## src/rtl/key_index_encoder.sv

```systemverilog
// rtl/key_index_encoder.sv - synchronised, debounced N-line key vector to binary index encoder
module key_index_encoder #(
    parameter  int N        = 8,
    parameter  int DEBOUNCE = 4,
    parameter  int PRIORITY = 0,
    localparam int W        = $clog2(N)
) (
    input  logic         clk,
    input  logic         rst_n,
    input  logic [N-1:0] data_in,
    output logic [W-1:0] code,
    output logic         valid,
    output logic         multi,
    output logic         event_p
);

    localparam int CW = $clog2(DEBOUNCE + 1);
    localparam int PW = $clog2(N + 1);
    localparam logic [CW-1:0] CNT_MAX = CW'(DEBOUNCE);
    localparam logic [CW-1:0] CNT_ACC = CW'(DEBOUNCE - 1);

    logic [N-1:0]  r_s1;
    logic [N-1:0]  r_s2;
    logic [N-1:0]  r_cand;
    logic [CW-1:0] r_cnt;
    logic [W-1:0]  r_code;
    logic          r_valid;
    logic          r_multi;
    logic          r_event;

    logic          w_same;
    logic          w_accept;
    logic [PW-1:0] w_pop;
    logic [W-1:0]  w_hi;
    logic          w_valid;
    logic          w_multi;
    logic [W-1:0]  w_code;

    always_ff @(posedge clk or negedge rst_n) begin
        if (!rst_n) begin
            r_s1 <= '0;
            r_s2 <= '0;
        end else begin
            r_s1 <= data_in;
            r_s2 <= r_s1;
        end
    end

    assign w_same   = (r_s2 == r_cand);
    assign w_accept = w_same && (r_cnt == CNT_ACC);

    always_ff @(posedge clk or negedge rst_n) begin
        if (!rst_n) begin
            r_cand <= '0;
            r_cnt  <= '0;
        end else if (!w_same) begin
            r_cand <= r_s2;
            r_cnt  <= '0;
        end else if (r_cnt != CNT_MAX) begin
            r_cnt <= r_cnt + CW'(1);
        end
    end

    // On an accepting edge r_cand equals r_s2 and is the vector about to become stable.
    always_comb begin
        w_pop = '0;
        w_hi  = '0;
        for (int i = 0; i < N; i++) begin
            if (r_cand[i]) begin
                w_pop = w_pop + PW'(1);
                w_hi  = W'(i);
            end
        end
    end

    always_comb begin
        w_multi = (w_pop > PW'(1));
        if (PRIORITY != 0) begin
            w_valid = (w_pop != '0);
        end else begin
            w_valid = (w_pop == PW'(1));
        end
        w_code = w_valid ? w_hi : '0;
    end

    always_ff @(posedge clk or negedge rst_n) begin
        if (!rst_n) begin
            r_code  <= '0;
            r_valid <= 1'b0;
            r_multi <= 1'b0;
            r_event <= 1'b0;
        end else begin
            r_event <= 1'b0;
            if (w_accept) begin
                r_code  <= w_code;
                r_valid <= w_valid;
                r_multi <= w_multi;
                r_event <= ({w_valid, w_code} != {r_valid, r_code});
            end
        end
    end

    assign code    = r_code;
    assign valid   = r_valid;
    assign multi   = r_multi;
    assign event_p = r_event;

endmodule

```

## config.mk

```make
export PLATFORM = sky130hd
export DESIGN_NAME = key_index_encoder
export DESIGN_NICKNAME = d
export VERILOG_FILES = /design/src/rtl/key_index_encoder.sv
export SDC_FILE = /design/constraint.sdc
export NUM_CORES = 1
export LEC_CHECK = 0
export ABC_AREA = 1
export BUFFER_PORTS_ARGS = -buffer_cell sky130_fd_sc_hd__buf_4
export CAP_MARGIN = 20
export CORE_MARGIN = 8
export CORE_UTILIZATION = 50
export DETAILED_ROUTE_END_ITERATION = 10
export PLACE_DENSITY = 0.77
export SETUP_SLACK_MARGIN = 0.15
export SYNTH_ARGS = -nofsm -noshare
export SYNTH_HDL_FRONTEND = slang
export SYNTH_SLANG_ARGS = --single-unit
export TNS_END_PERCENT = 20
```

## constraint.sdc

```tcl
create_clock -name clk -period 4.9 [get_ports clk]
set_input_delay 0.245 -clock clk [delete_from_list [all_inputs] [get_ports clk]]
set_output_delay 0.245 -clock clk [all_outputs]
set_load 0.02 [all_outputs]
```

==> results.md, run 1 <==
- Layout cell share with drive strength beyond 1: 0.242
- IO Port Bufs: 15
- CP Capture Type: flop
- Worst path max stage delay: 0.38 ns
- CP required: 5.08 ns
- DR DRC count: 0
- Drt total wl: 2.93 mm
- Placed wire-length estimate: 2.30 mm
- Syn Area/Cell: 8.20 µm²
- Simple-Gate Fraction of Synth Area: 0.303
- H-tree depth: 2
- # diodes: 0
- Cells taking the most area after synthesis: dfrtp_1 44%, nand2_1 12%, ha_1 6.6%
- Xor/xnor share of the synthesized area: 0.0550
- Fin. Hold Viols: 0
- Core ar.: 0.00363 mm²
- Cell Rows: 22
- Pleak: 0.00110 µW
- Die ar.: 0.00600 mm²
- VDD IR-drop max: 0.257 mV
- Area delta synth->final: 13.9%
- First-pass GRT wire length: 5.33 mm
- Most frequent cells after synthesis: 60 x nand2_1, 33 x dfrtp_1, 28 x inv_1
- Gr ovfl total: 0
- Max cap viols: 0
- Post-Syn Instances: 230
- Utilization after layout: 0.592
- Via-to-Cell Ratio: 4.70
- Worst setup SP type: flop
- Clk_skew: 0.00569 ns
- Syn nets: 250
- Count leader, synth: nand2_1
- Largest family of logic cells by synthesized area: simple AND/OR/NAND/NOR gates
- Ys async rst share: 1.00
- CTS Buffer Depth: 2
- Setup TNS: 0 ns
- Worst-path clk slew: 0.06 ns
- CTS Buf Count: 5
- Min-delay worst type: input pin to flop
- Initial DRC count: 29
- Die height: 77.4 µm
- CTS tree: built
- GRT Util Overall: 0.106
- Adder-cell area share of the yosys netlist: 0.0663
- Vias in the first global route: 1346
- Gpl congestion: 0.844
- Detailed Routing Iterations Pass 1: 4
- Initial Util: 0.519
- Synth warnings: 0
- Fraction of synthesized area in multiplexers: 0
- Buf/Inv on CP: 5
- Die W: 77.4 µm
- Final net count: 264
- Status: completed
- R2R depth: 29
- Worst hold path depth: 1
- Stages on the worst setup path: 29
- Register bit total from synthesis: 33
- Post-DRT Antenna Nets: 0
- F_max: 0.228 GHz
- CP max-delay cell: dfrtp_1
- Area leader, netlist: dfrtp_1
- Clock tree sinks: 33
- Most used cell along the critical path: nand2_1
- Actual slew at the worst max-slew pin: 0.547 ns
- Synth top area share: 0.438
- Routed wire per std cell: 10.0 µm
- Worst slew margin: 0.632
- Cell Pwr Density: 298 mW/mm²
- Top_reg_cell synth: dfrtp_1
- Post-synth EDFFs: 0
- Synth Cell Area: 0.00189 mm²
- RSZ-0062 raised after global routing: no
- Clk_lat worst skew: 0.28 ns
- Clock Root Buffer: clkbuf_8
- Tmin final: 4.39 ns
- Pre-CTS setup slack: 0.312 ns
- Final setup vio count: 0
- Setup CP Type: flop to flop
- CP top delay family: simple AND/OR/NAND/NOR gates
- Crit path DAT: 4.56 ns
- Largest net degree at the start of global routing: 34
- Final Cycle Share: 0.895
- Yosys cell types: 28
- Num ports: 16
- Total vias in the final route: 1373
- Sequential share of the synthesized area: 0.438
- Initial antenna violation count: 0
- Max FO, Critical Path: 5
- Pins Over Slew Limit: 0
- Post-synthesis compound-gate area fraction: 0.0438
- Setup ws final: 0.513 ns
## worst register-to-register path: cells and delay by family, from the launching register on
| kind | cells | cell delay [ns] |
|---|---|---|
| xor+xnor | 1 | 0.29 |
| fa+ha+maj | 6 | 1.51 |
| buf+inv | 5 | 0.29 |
| flops | 1 | 0.38 |
| simple gates | 17 | 1.82 |
## layout make-up
| cell class | instances | area [µm²] |
|---|---|---|
| Clock buffer | 7 | 86.3 |
| Fill cell | 337 | 1480 |
| Inverter | 32 | 120 |
| Multi-Input combinational cell | 153 | 912 |
| Sequential cell | 33 | 826 |
| Tap cell | 48 | 60.1 |
| Timing Repair Buffer | 19 | 145 |
## cells in the final DEF (no fill, tap or decap), types with 2 or more instances in the layout
| cell | synthesis | layout |
|---|---|---|
| inv_2 | 3 | 4 |
| xor2_1 | 2 | 2 |
| nand3_2 | 4 | 4 |
| nand2_1 | 60 | 58 |
| buf_4 | 1 | 18 |
| nand4_1 | 3 | 3 |
| or2_1 | 2 | 2 |
| nand3_1 | 18 | 18 |
| nor2_1 | 7 | 7 |
| dfrtp_1 | 33 | 33 |
| clkbuf_8 | 0 | 6 |
| inv_1 | 28 | 27 |
| nand2_2 | 12 | 14 |
| nand2_4 | 2 | 2 |
| a21oi_1 | 7 | 7 |
| ha_1 | 10 | 8 |
| nor2_2 | 5 | 4 |
| xnor2_1 | 8 | 8 |
| o21ai_0 | 7 | 6 |
## cell families after synthesis
family / after synthesis
xor+xnor: 11
compound gates: 16
simple gates: 116
buf+inv: 44
flops: 33
fa+ha+maj: 10
## registers in the layout, indices dropped and copies added, names as in the netlist
signal / count
r_s2: 8
event_p: 1
multi: 1
code: 3
valid: 1
r_s1: 8
r_cnt: 3
r_cand: 8
## what timing repair did
| item | in CTS | in global routing |
|---|---|---|
| endpoints found under the hold margin | 33 | 0 |
| setup buffers | 0 | 3 |
| resized for setup | 0 | 8 |
| endpoints found under the setup margin | 0 | 4 |
| hold buffers | 1 | 0 |
## final timing paths
path / to / slack (ns) / startpoint
hold / removal: r_s1[4] / 0.08 / data_in[4]
setup reg to reg: event_p / 0.51 / r_cand[0]
hold reg to reg: r_s2[0] / 0.34 / r_s1[0]
max in group asynchronous: r_s1[0] / 4.16 / rst_n
setup / recovery: event_p / 0.51 / r_cand[0]
min in group asynchronous: r_cand[7] / 0.46 / rst_n
## through the flow
stage / hold slack, ns / total power (µW) / area (µm²) / instances
floorplan: -0.0506 / 413 / 1890 / 230
finish: 0.0767 / 641 / 2150 / 292
CTS: 0.0656 / 638 / 2100 / 289
global placement: 0.196 / 436 / 2000 / 281
detailed placement: 0.199 / 440 / 2000 / 281
global route: 0.0643 / 682 / 2150 / 292
## routing by layer
layer	up-vias	GRT usage	part of all wire
met5	-	0	0
met4	0	0.0623	0.022
met3	7	0.0276	0.043
met2	23	0.179	0.48
met1	611	0.120	0.45
li1	732	-	-
## power breakdown
part / internal, µW / switching [µW] / leakage, µW
sequential: 283 / 9.15 / 0.000405
combinational: 59.9 / 93.9 / 0.000648
clock: 111 / 84.3 / 0.0000443
No activity file was read; power rests on OpenSTA's default activity.
==> run 2: changes to the inputs <==
- ABC_AREA: 1 -> not set
- TNS_END_PERCENT: 20 -> 10
==> run 2 against run 1 <==
Compared with the run above: sequential share of layout area decreased by 2.3 points; sequential cell count stayed put; cell area is 6.6% higher; register-to-register slack lost 0.18 ns; via count fell by 1.7%; core utilization rose by 3.9 points; largest cell class unchanged; maximum frequency is 3.9% lower.
==> results.md, run 2 <==
- Status: completed
- Worst-path clk slew: 0.06 ns (about the same)
- Final net count: 216 (-18%)
- GR met3 Demand/Resource: 0.0443 (+0.0166)
- Most frequent cells after synthesis: 33 x dfrtp_1, 17 x nand2_1, 15 x xnor2_1
- Register bit total from synthesis: 33 (unchanged)
- Max FO, Critical Path: 4 (-1)
- Routed wire per std cell: 14.8 µm (+47%)
- CP top delay family: adder cells
- Clock tree sinks: 33 (unchanged)
- Die height: 77.3 µm (-0.19%)
- Tmin final: 4.56 ns (+0.177 ns)
- Count leader, synth: dfrtp_1
- Pleak: 0.000976 µW (-11%)
- Area leader, netlist: dfrtp_1
- DR DRC count: 0 (unchanged)
- Clk_lat worst skew: 0.28 ns (about the same)
- First-pass GRT wire length: 6.33 mm (+19%)
- Final hold slack: 0.0692 ns (-0.00756 ns)
- GR Layer Usage met2: 0.228 (+0.0497)
- Gpl congestion: 0.827 (-2.0%)
- Cell Pwr Density: 356 mW/mm² (+19%)
- Largest net degree at the start of global routing: 34 (unchanged)
- Area delta synth->final: 22.1%
- # diodes: 0 (unchanged)
- RSZ-0062 raised after global routing: no
- Setup TNS: 0 ns (unchanged)
- Worst slew margin: 0.535 (-0.0970)
- Crit path DAT: 4.75 ns (+0.19 ns)
- Buf/Inv on CP: 1 (-4)
- Min-delay worst type: input pin to flop
- Die ar.: 0.00597 mm² (-0.37%)
- Synth Cell Area: 0.00188 mm² (-0.46%)
- Drt total wl: 3.61 mm (+23%)
- Clk_skew: 0.00339 ns (-0.00231 ns)
- Die W: 77.3 µm (-0.19%)
- Placed wire-length estimate: 2.55 mm (+11%)
- CTS Buf Count: 5 (unchanged)
- Synth top area share: 0.440 (+0.00204)
- Setup CP Type: flop to flop
- Post-Syn Instances: 177 (-23%)
- Pins Over Slew Limit: 0 (unchanged)
- GRT Util Overall: 0.131 (+0.0246)
- Crit-path cells: inv_2 -> ha_4 -> xor2_2 -> ha_1 -> nand2_2 -> o31ai_4 -> ha_1 -> mux2_4 -> ha_4 -> nor2b_4 -> nor3_4 -> ha_4 -> mux2_4 -> ha_4 -> nor2b_4 -> mux2i_1 -> a22o_1 -> a311oi_4 -> a21oi_2 -> o21ba_1 -> o32ai_2
- CP required: 5.09 ns (about the same)
- Total vias in the final route: 1350 (-1.7%)
- Most common cell after layout, fill and taps aside: dfrtp_1
- Via-to-Cell Ratio: 5.53 (+18%)
- Most used cell along the critical path: ha_4
- FILL cells: 300 (-11%)
- H-tree depth: 2 (unchanged)
- Final Cycle Share: 0.932 (+0.0362)
- Vias in the first global route: 1435 (+6.6%)
- Most frequent cells in the layout: 32 x dfrtp_1, 26 x buf_4, 16 x nand2_1, 15 x xnor2_1, 8 x inv_1
- Actual slew at the worst max-slew pin: 0.691 ns (+0.144 ns)
- CP max-delay cell: dfrtp_1
- Yosys cell types: 53 (+89%)
- Num ports: 16 (unchanged)
- Initial antenna violation count: 0 (unchanged)
- Initial Util: 0.517 (-0.00241)
- Top Registers: r_cand (8), r_s1 (8), r_s2 (8)
- Met1 GRT Util: 0.137 (+0.0177)
- Ys async rst share: 1.00 (unchanged)
- VDD IR-drop max: 0.238 mV (-7.6%)
- Post-DRT Antenna Nets: 0 (unchanged)
- Max cap viols: 0 (unchanged)
- Sequential share of the synthesized area: 0.440 (+0.00204)
- Final setup vio count: 0 (unchanged)
- Core ar.: 0.00363 mm² (unchanged)
- Layout cell share with drive strength beyond 1: 0.327 (+0.0847)
- Worst setup SP type: flop
- Cells taking the most area after synthesis: dfrtp_1 44%, xnor2_1 7.0%, ha_1 6.7%
- R2R depth: 21 (-28%)
- Top_reg_cell synth: dfrtp_1
- Fin. Hold Viols: 0 (unchanged)
- Gr ovfl total: 0 (unchanged)
- Initial DRC count: 41 (+41%)
- Worst hold path depth: 1 (unchanged)
- Stages on the worst setup path: 21 (-28%)
- F_max: 0.219 GHz (-3.9%)
- Synth warnings: 0 (unchanged)
- CTS Buffer Depth: 2 (unchanged)
- Post-synth EDFFs: 0 (unchanged)
- IO Port Bufs: 15 (unchanged)
- CP Capture Type: flop
- Clock Root Buffer: clkbuf_8
- Detailed Routing Iterations Pass 1: 4 (unchanged)
- Worst path max stage delay: 0.41 ns (+0.03 ns)
- CTS tree: built
- Syn Area/Cell: 10.6 µm² (+29%)
- GRT Max-Usage Layer: met2
- Cell Rows: 22 (unchanged)
- Syn nets: 197 (-21%)
-- run 2: cell count changes in the layout (fill, tap and decap cells not counted), sizes merged, moves of 3 or more --
cell / delta
xnor2: +9
nand2: -56
buf: +8
o31ai: +4
nor3: +4
nor2: -6
o21ai: -4
inv: -20
nand3: -18
a21oi: -3
-- run 2: what timing repair did --
item / in CTS / in global routing
hold buffers: 1 / 0
pin swaps: 10 / 11
setup endpoints to repair: 5 / 5
setup buffers: 3 / 3
hold endpoints to repair: 33 / 0
gates resized for setup: 17 / 8
-- run 2: path summary, 6_finish.rpt --
check / from / endpoint / slack (ns)
max in group asynchronous: rst_n / r_cand[2] / 4.16
worst min register to register: r_s1[2] / r_s2[2] / 0.34
min in group asynchronous: rst_n / r_s2[2] / 0.44
worst max-delay path: r_cand[1] / event_p / 0.34
worst min-delay path: data_in[3] / r_s1[3] / 0.07
worst max register to register: r_cand[1] / event_p / 0.34
-- run 2: power by group --
| group | internal, µW | total (µW) | switching [µW] |
|---|---|---|---|
| clock | 111 | 197 | 86.2 |
| combinational | 169 | 323 | 154 |
| sequential | 283 | 296 | 13.1 |
-- run 2: logic make-up after synthesis --
| logic type | synth area share |
|---|---|
| and+or+nand+nor | 0.141 |
| DFF | 0.440 |
| AOI/OAI and AO/OA | 0.141 |
| buffers and inverters | 0.0560 |
| xor gates and xnor gates | 0.133 |
| adders and majority gates | 0.0666 |
| muxes | 0.0227 |
-- run 2: cell type report --
cell class | instances | area, µm² | area share
Inverter | 11 | 41.3 | 0.0180
Timing Repair Buffer | 27 | 205 | 0.0895
Clock buffer | 7 | 86.3 | 0.0377
Sequential cell | 33 | 827 | 0.361
Tap cell | 48 | 60.1 | 0.0262
Multi-Input combinational cell | 118 | 1070 | 0.468
-- run 2: through the flow --
step                cell area, µm²  instances  power [µW]   util  worst slack (ns)
floorplan                     1880        177         486      -             0.258
global placement              2020        230         532  0.557            0.0714
detailed placement            2020        230         546  0.557            -0.111
CTS                           2230        241         794  0.614             0.165
global route                  2290        244         872  0.631             0.120
finish                        2290        244         816  0.631             0.335
-- run 2: metal layers --
metal	wire length, µm	part of all wire	up-vias
met5	0	0	-
met1	1410	0.39	658
met4	117	0.032	0
met3	133	0.037	12
li1	-	-	653
met2	1940	0.54	27
==> run 3: changes to the inputs <==
--- a/config.mk
+++ b/config.mk
@@ -9,3 +9,3 @@
 export CAP_MARGIN = 20
-export CORE_MARGIN = 8
+export CORE_MARGIN = 1
 export CORE_UTILIZATION = 50
==> constraint.sdc (replaced) <==
create_clock -name clk -period 4.9 [get_ports clk]
set_input_delay 0.98 -clock clk [delete_from_list [all_inputs] [get_ports clk]]
set_output_delay 0.98 -clock clk [all_outputs]
set_load 0.02 [all_outputs]
==> run 3 against run 2 <==
Compared with the run above: sequential cell count unchanged; core utilization rose by 4.6 points; cell area is 2.3% higher; critical endpoint unchanged; largest cell class unchanged.
==> results.md, run 3 (synthesis gave the netlist of run 2 again) <==
- Most used cell along the critical path: ha_4
- F_max: 0.211 GHz (-3.5%)
- Area delta synth->final: 24.9%
- GRT Max-Usage Layer: met2
- Initial Util: 0.541 (+0.0246)
- Status: completed
- Total vias in the final route: 1342 (-0.59%)
- Layout cell share with drive strength beyond 1: 0.333 (+0.00680)
- Worst hold start: r_s1[0]
- Final hold slack: 0.345 ns (+0.276 ns)
- CP required: 5.06 ns (-0.03 ns)
- Most common cell after layout, fill and taps aside: dfrtp_1
- Actual slew at the worst max-slew pin: 0.706 ns (+0.0148 ns)
- GR met3 Demand/Resource: 0.0489 (+0.00462)
- Pins Over Slew Limit: 0 (unchanged)
- CTS Buffer Depth: 2 (unchanged)
- RSZ-0062 raised after global routing: yes
- Vias in the first global route: 1362 (-5.1%)
- Worst slew margin: 0.525 (-0.00999)
- Critical R2R Launch: r_cand[1]
- Pleak: 0.00102 µW (+4.2%)
- Tmin final: 4.73 ns (+0.166 ns)
- DR DRC count: 0 (unchanged)
- Max cap viols: 0 (unchanged)
- # diodes: 0 (unchanged)
- Reg2Reg Capture Point: event_p
- Worst reg2reg setup slack: 0.17 ns (-0.17 ns)
- H-tree depth: 2 (unchanged)
- R2R depth: 21 (unchanged)
- Cell Pwr Density: 388 mW/mm² (+8.9%)
- FILL cells: 278 (-7.3%)
- First-pass GRT wire length: 6.06 mm (-4.4%)
- Initial antenna violation count: 0 (unchanged)
- Min-delay worst type: flop to flop
- Initial DRC count: 70 (+71%)
- Detailed Routing Iterations Pass 1: 4 (unchanged)
- Num ports: 16 (unchanged)
- CTS tree: built
- Routed wire per std cell: 14.3 µm (-3.1%)
- Final setup vio count: 0 (unchanged)
- Gpl congestion: 0.807 (-2.4%)
- Final Cycle Share: 0.965 (+0.0338)
- CTS Buf Count: 5 (unchanged)
- Gr ovfl total: 0 (unchanged)
- Utilization after layout: 0.676 (+0.0456)
- Crit path DAT: 4.89 ns (+0.14 ns)
- CP max-delay cell: dfrtp_1
- Clock tree sinks: 33 (unchanged)
- GR Layer Usage met2: 0.360 (+0.132)
- CP Capture Type: flop
- Max FO, Critical Path: 5 (+1)
- Worst setup SP type: flop
- Largest net degree at the start of global routing: 34 (unchanged)
- Final net count: 220 (+1.9%)
- Core ar.: 0.00347 mm² (-4.5%)
- Die height: 63.3 µm (-18%)
- Worst path max stage delay: 0.41 ns (about the same)
- IO Port Bufs: 15 (unchanged)
- Die ar.: 0.00400 mm² (-33%)
- Top Registers: r_cand (8), r_s1 (8), r_s2 (8)
- Placed wire-length estimate: 2.42 mm (-5.2%)
- Crit-path cells: inv_2 -> ha_4 -> xor2_2 -> ha_1 -> nand2_2 -> o31ai_4 -> ha_1 -> mux2_4 -> ha_4 -> nor2b_4 -> nor3_4 -> ha_4 -> mux2_4 -> ha_4 -> nor2b_4 -> mux2i_1 -> a22o_1 -> a311oi_4 -> and4_1 -> o21ba_1 -> o32ai_2
- Clock Root Buffer: clkbuf_8
- Clk_lat worst skew: 0.28 ns (about the same)
- Die W: 63.3 µm (-18%)
- Most frequent cells in the layout: 33 x dfrtp_1, 31 x buf_4, 16 x nand2_1, 15 x xnor2_1, 9 x inv_1
- Cell Rows: 21 (-4.5%)
- Worst hold path depth: 0 (-1)
- Drt total wl: 3.54 mm (-1.9%)
- Fin. Hold Viols: 0 (unchanged)
- GRT Util Overall: 0.197 (+0.0662)
- Via-to-Cell Ratio: 5.43 (-1.8%)
- Worst hold endpoint: r_s2[0]
- Worst-path clk slew: 0.07 ns (about the same)
- VDD IR-drop max: 0.222 mV (-6.4%)
- Clk_skew: 0.00482 ns (+0.00143 ns)
- Tot Pwr: 910 µW (+11%)
- Setup CP Type: flop to flop
- Post-DRT Antenna Nets: 0 (unchanged)
- Met1 GRT Util: 0.225 (+0.0874)
- Setup TNS: 0 ns (unchanged)
[run 3: layout make-up]
type / instances / area [µm²] / share of cell area
Multi-Input combinational cell: 118 / 1070 / 0.455
Sequential cell: 33 / 826 / 0.352
Timing Repair Buffer: 31 / 233 / 0.0992
Clock buffer: 6 / 82.6 / 0.0352
Tap cell: 46 / 57.6 / 0.0245
Inverter: 11 / 41.3 / 0.0176
Clock inverter: 2 / 37.5 / 0.0160
[run 3: critical path, delay by kind of cell (launching register included)]
| kind | cells | cell delay [ns] |
|---|---|---|
| buf+inv | 1 | 0.09 |
| fa+ha+maj | 6 | 1.59 |
| flops | 1 | 0.41 |
| compound gates | 5 | 0.91 |
| simple gates | 5 | 0.78 |
| xor+xnor | 1 | 0.19 |
| mux | 3 | 0.65 |
[run 3: worst max-delay path by stage]
stage               startpoint  slack [ns]  endpoint
floorplan            r_cand[0]        0.26   event_p
global placement     r_cand[0]        0.08   event_p
detailed placement   r_cand[0]       -0.15   event_p
CTS                  r_cand[0]        0.15   event_p
global route         r_cand[1]       -0.08   event_p
finish               r_cand[1]        0.17   event_p
[run 3: power breakdown]
part / internal [µW] / switching (µW)
sequential: 282 / 12.9
combinational: 193 / 160
clock: 165 / 96.7
total: 640 / 269
[run 3: timing repair]
action | CTS | global route
gates resized for setup | 14 | 8
hold buffers | 0 | 0
pin swaps | 6 | 10
cloned | 0 | 0
setup buffers | 9 | 4
endpoints found under the hold margin | 0 | 0
setup endpoints to repair | 5 | 5
[run 3: per-layer routing]
metal	share of wire	routed length [µm]
met1	0.41	1430
met5	0	0
met2	0.55	1960
met4	0.012	43
met3	0.027	97
[run 3: metrics by stage]
| stage | area [µm²] | instances | worst slack, ns |
|---|---|---|---|
| 6_report | 2350 | 247 | 0.170 |
| 5_1_grt | 2350 | 247 | -0.0781 |
| 4_1_cts | 2260 | 243 | 0.154 |
| 3_5_place_dp | 2010 | 226 | -0.149 |
| 3_3_place_gp | 2010 | 226 | 0.0821 |
| 2_1_floorplan | 1880 | 177 | 0.258 |
